File: src/rtl/serial_pkg.sv
// serial_pkg: constants and state encoding shared by the serial framing transmitter and receiver
package serial_pkg;
    localparam logic [7:0] MATCH_DEF = 8'hA5;
    localparam int HEAD_BITS = 8;
    localparam int BODY_BITS = 8;
    typedef enum logic [1:0] {IDLE = 2'd0, HEAD = 2'd1, BODY = 2'd2} state_t;
endpackage

File: src/rtl/xmit_shifter.sv
// xmit_shifter: 16-bit parallel-load MSB-first shift register driving the serial line
module xmit_shifter #(
    parameter logic IDLE_LEVEL = 1'b0
) (
    input  logic        clock,
    input  logic        load_i,
    input  logic        shift_i,
    input  logic [15:0] load_val_i,
    output logic        serial_o
);
    logic [15:0] sreg_q, sreg_d;
    // load a frame, shift one bit, or park the line bit at the idle level
    always_comb sreg_d = load_i ? load_val_i : shift_i ? {sreg_q[14:0], 1'b0} : {IDLE_LEVEL, sreg_q[14:0]};
    // frame register; its MSB is the registered line output
    always_ff @(posedge clock) sreg_q <= sreg_d;
    assign serial_o = sreg_q[15];
endmodule

File: src/rtl/xmit.sv
// xmit: serial framing transmitter, sends MATCH header then data byte MSB first
module xmit
    import serial_pkg::*;
#(
    parameter logic [7:0] MATCH      = MATCH_DEF,
    parameter logic       IDLE_LEVEL = 1'b0
) (
    input  logic       clock,
    input  logic       reset,
    input  logic [7:0] data_in,
    input  logic       writing,
    output logic       ready,
    output logic       overrun,
    output logic       busy,
    output logic       data_out
);
    localparam logic [2:0] HEAD_LAST = 3'(HEAD_BITS - 1);
    localparam logic [2:0] BODY_LAST = 3'(BODY_BITS - 1);
    state_t     state_q, state_d;
    logic [2:0] count_q, count_d;
    logic [7:0] hbuf_q, hbuf_d;
    logic       ready_q, ready_d, overrun_q, overrun_d, busy_q, busy_d;
    logic       head_end, body_end, load, shift, accept;
    // FSM state and bit counter
    always_ff @(posedge clock) begin
        if (reset) begin
            state_q <= IDLE;
            count_q <= '0;
        end else begin
            state_q <= state_d;
            count_q <= count_d;
        end
    end
    // next state: a full buffer starts a frame from IDLE or chains one at end of BODY
    always_comb begin
        head_end = state_q == HEAD && count_q == HEAD_LAST;
        body_end = state_q == BODY && count_q == BODY_LAST;
        load     = !reset && !ready_q && (state_q == IDLE || body_end);
        shift    = !reset && !load && state_q != IDLE && !body_end;
        state_d  = load ? HEAD : head_end ? BODY : body_end ? IDLE : state_q;
        count_d  = state_q == IDLE ? 3'd0 : count_q + 3'd1;
    end
    // handshake outputs: accept frees on load, rejected writes set the sticky overrun
    always_comb begin
        accept    = writing && ready_q;
        hbuf_d    = accept ? data_in : hbuf_q;
        ready_d   = accept ? 1'b0 : load ? 1'b1 : ready_q;
        overrun_d = accept ? 1'b0 : writing ? 1'b1 : overrun_q;
        busy_d    = state_d != IDLE;
    end
    // holding buffer and handshake flags
    always_ff @(posedge clock) begin
        hbuf_q <= hbuf_d;
        if (reset) begin
            ready_q   <= 1'b1;
            overrun_q <= 1'b0;
            busy_q    <= 1'b0;
        end else begin
            ready_q   <= ready_d;
            overrun_q <= overrun_d;
            busy_q    <= busy_d;
        end
    end
    xmit_shifter #(.IDLE_LEVEL(IDLE_LEVEL)) u_shifter (
        .clock     (clock),
        .load_i    (load),
        .shift_i   (shift),
        .load_val_i({MATCH, hbuf_q}),
        .serial_o  (data_out)
    );
    assign ready   = ready_q;
    assign overrun = overrun_q;
    assign busy    = busy_q;
endmodule

File: config.mk
export PLATFORM = sky130hd
export DESIGN_NAME = xmit
export DESIGN_NICKNAME = d
export VERILOG_FILES = /design/src/rtl/serial_pkg.sv /design/src/rtl/xmit_shifter.sv /design/src/rtl/xmit.sv
export SDC_FILE = /design/constraint.sdc
export NUM_CORES = 1
export LEC_CHECK = 0
export CORE_MARGIN = 2
export CORE_UTILIZATION = 50
export CTS_CLUSTER_DIAMETER = 30
export DETAILED_ROUTE_END_ITERATION = 8
export PLACE_DENSITY = 0.73
export SETUP_SLACK_MARGIN = 0.3
export SLEW_MARGIN = 20
export SYNTH_ARGS = -nofsm -noshare
export SYNTH_HDL_FRONTEND = slang
export SYNTH_SLANG_ARGS = --single-unit
File: constraint.sdc
create_clock -name clock -period 1.9 [get_ports clock]
set_input_delay 0.19 -clock clock [delete_from_list [all_inputs] [get_ports clock]]
set_output_delay 0.19 -clock clock [all_outputs]
set_load 0.02 [all_outputs]
==> metrics.yaml <==
power_and_ir_drop:
  p_leak_uw: 0.000568
  power.density_mw_per_mm2: 996
  vdd_drop_max_uv: 556
  total_power_uw: 1500
synth:
  synth_seq_cells: 32
  async_flop_share_pct: 0
  synth_edf_count: 16
  ys_warn_count: 0
  synth_area_mm2: 0.00121
  synth_top_area_share_pct: 39.7
  yosysSeqAreaShare_pct: 66.2
  yosysTopAreaCell: "edfxtp_1"
  synth_flop_cell: "edfxtp_1"
  synth_area_leaders: "edfxtp_1 40%, dfxtp_1 26%, a22o_2 9.1%, o221ai_1 2.2%, and2_1 2.1%"
  avgSynthCellArea_um2: 14.6
  synthCells: 83
  synth_nets: 96
  synth_cell_types: 24
setup_path:
  cp_max_fo: 8
  required_ps: 1950
  path_class: "register to register"
  crit_path_start: "count_q[0]$_SDFF_PP0_"
  startpoint_type: "register"
  cp-end-kind: "register"
  reg2reg_from: "count_q[0]$_SDFF_PP0_"
  crit_arrival_ps: 1600
cts:
  clock-sinks: 32
  cts_root_buffer: "clkbuf_4"
  cts_buffers: 5
  clockBufferDepth: 2
  htree_levels: 2
  path_clk_slew_ps: 100
  ctsHoldBuffers: 0
  cts_tree: "done"
  clock_latency_ps: 330
timing:
  fin_worst_skew_ps: 10.1
  tightest_slew_ps: 513
  setup_viol: 0
  max_freq_mhz: 646
  post-route-min-period_ps: 1550
  relSlewSlack_pct: 65.5
  finalHoldViolations: 0
  rsz0062_at_grt: "false"
  slew_viol_final: 0
  post-route-period-util_pct: 81.5
  setup-tns-final_ps: 0
floorplan:
  initial_core_util_pct: 53.7
  die_area_mm2: 0.00283
  die_h_um: 53.2
  rows: 17
  coreArea_mm2: 0.00225
  io-pin-count: 15
  die_w_um: 53.2
grt:
  grt_overflow: 0
  grt_pass1_wl_mm: 3.18
  grt_max_degree: 12
  grt_usage_pct: 16.8
  grt_pass1_vias: 705
  grt_antenna_before_repair: 0
hold_path:
  worstHoldStart: "data_in[6]"
  hold_path_class: "primary input to register"
placed_design:
  place.gp.congestion: 0.693
  hpwl_mm: 1.23
  io_buffer_count: 14
routing:
  drc: 0
  viasPerCell: 5.29
  dr.pass1.iters: 4
  routed_wl_mm: 1.93
  drt-initial-drc-count: 11
  final_antenna_net_count: 0
  wire_per_inst_um: 14.3
  via_count: 714
cells_and_area:
  drive_gt1_share_pct: 33.6
  syn_to_final_growth_pct: 24.4
  diodes: 0
  layout.nets: 119
run:
  maxCapViolCount: 0
run_status:
  status: "complete, no violations"
==> report_power, final <==
group / leakage [uW] / switching (uW) / internal [uW]
clock network: 0.0000412 / 238 / 274
logic: 0.000242 / 62.4 / 88.4
registers: 0.000285 / 38.9 / 797
total: 0.000568 / 340 / 1160
==> cell usage in the layout, fill, tap and decap left out, drive strengths merged <==
master	count
a21o	1
inv	6
o221ai	3
o21a	1
a31o	1
nor4	1
or3	1
a22o	11
nand2b	4
dfxtp	16
clkinvlp	1
clkdlybuf4s50	13
clkinv	2
or4	1
and2	4
clkbuf	5
ha	2
o21bai	1
nor2	4
bufinv	1
buf	4
nor2b	1
dlymetal6s2s	1
nor3	2
edfxtp	16
o21ai	1
a21oi	3
==> repair_timing <==
action                                  4_1_cts  5_1_grt
buffers inserted                              3        0
endpoints found under the setup margin       21       16
resized for setup                             4        6
pin swaps                                     1        0
==> cell families (layout without fill, tap and decap cells) <==
logic type | Yosys count | in the layout | synth area share (%)
and+or+nand+nor | 18 | 18 | 11.2
adders and majority gates | 2 | 2 | 2.07
buffers and inverters | 9 | 33 | 4.03
DFF | 32 | 32 | 66.2
AOI/OAI and AO/OA | 22 | 22 | 16.5
==> worst max-delay path, stage by stage (launching register included) <==
cell and delay [ps]:
dfxtp_2 330, ha_2 190, ha_4 180, nand2b_4 160
a31o_2 310, clkinv_4 100
==> cell type report <==
class,instances,area (um2)
multi-input combinational,42,375
timing repair buffer,18,180
sequential,32,803
clock inverter,3,42.5
clock buffer,5,37.5
fill,183,749
inverter,7,31.3
tap,28,35.0
==> state kept, by name, summed over array words and instances, names as in the netlist <==
| name | flops |
|---|---|
| busy | 1 |
| count_q | 3 |
| hbuf_q | 8 |
| overrun | 1 |
| ready | 1 |
| state_q | 2 |
| u_shifter.sreg_q | 16 |
==> cells in the mapped netlist (2+ instances only) <==
cell type  instances
edfxtp_1          16
nor2_1             4
o221ai_1           3
inv_1              6
ha_1               2
a21oi_1            2
nor3_1             2
and2_1             4
dfxtp_1           16
buf_6              2
nand2b_1           3
a22o_2            11
==> layer usage <==
metal | wire, um | part of all wire (%) | track usage [%]
met1 | 862 | 45 | 19.8
met4 | 32 | 1.7 | 10.3
met3 | 74 | 3.8 | 6.21
met5 | 0 | 0 | 0
met2 | 960 | 50 | 26.0
==> path summary, 6_finish.rpt <==
kind,to,slack (ps),cells after the start
hold reg to reg,count_q[0]$_SDFF_PP0_,410,1
setup reg to reg,u_shifter.sreg_q[3]$_DFFE_PP_,350,5
setup / recovery,u_shifter.sreg_q[3]$_DFFE_PP_,350,5
hold / removal,hbuf_q[6]$_DFFE_PP_,410,1
==> through the flow <==
stage	hold WS (ps)	instance area (um2)	util (%)	cells	setup slack, ps
5_1_grt	387	1510	66.8	135	314
3_5_place_dp	426	1370	60.8	124	202
4_1_cts	389	1490	66.0	135	294
6_report	406	1510	66.8	135	352
2_1_floorplan	289	1210	-	83	309
3_3_place_gp	412	1370	60.8	124	205
Power figures use the tool's default switching activity.
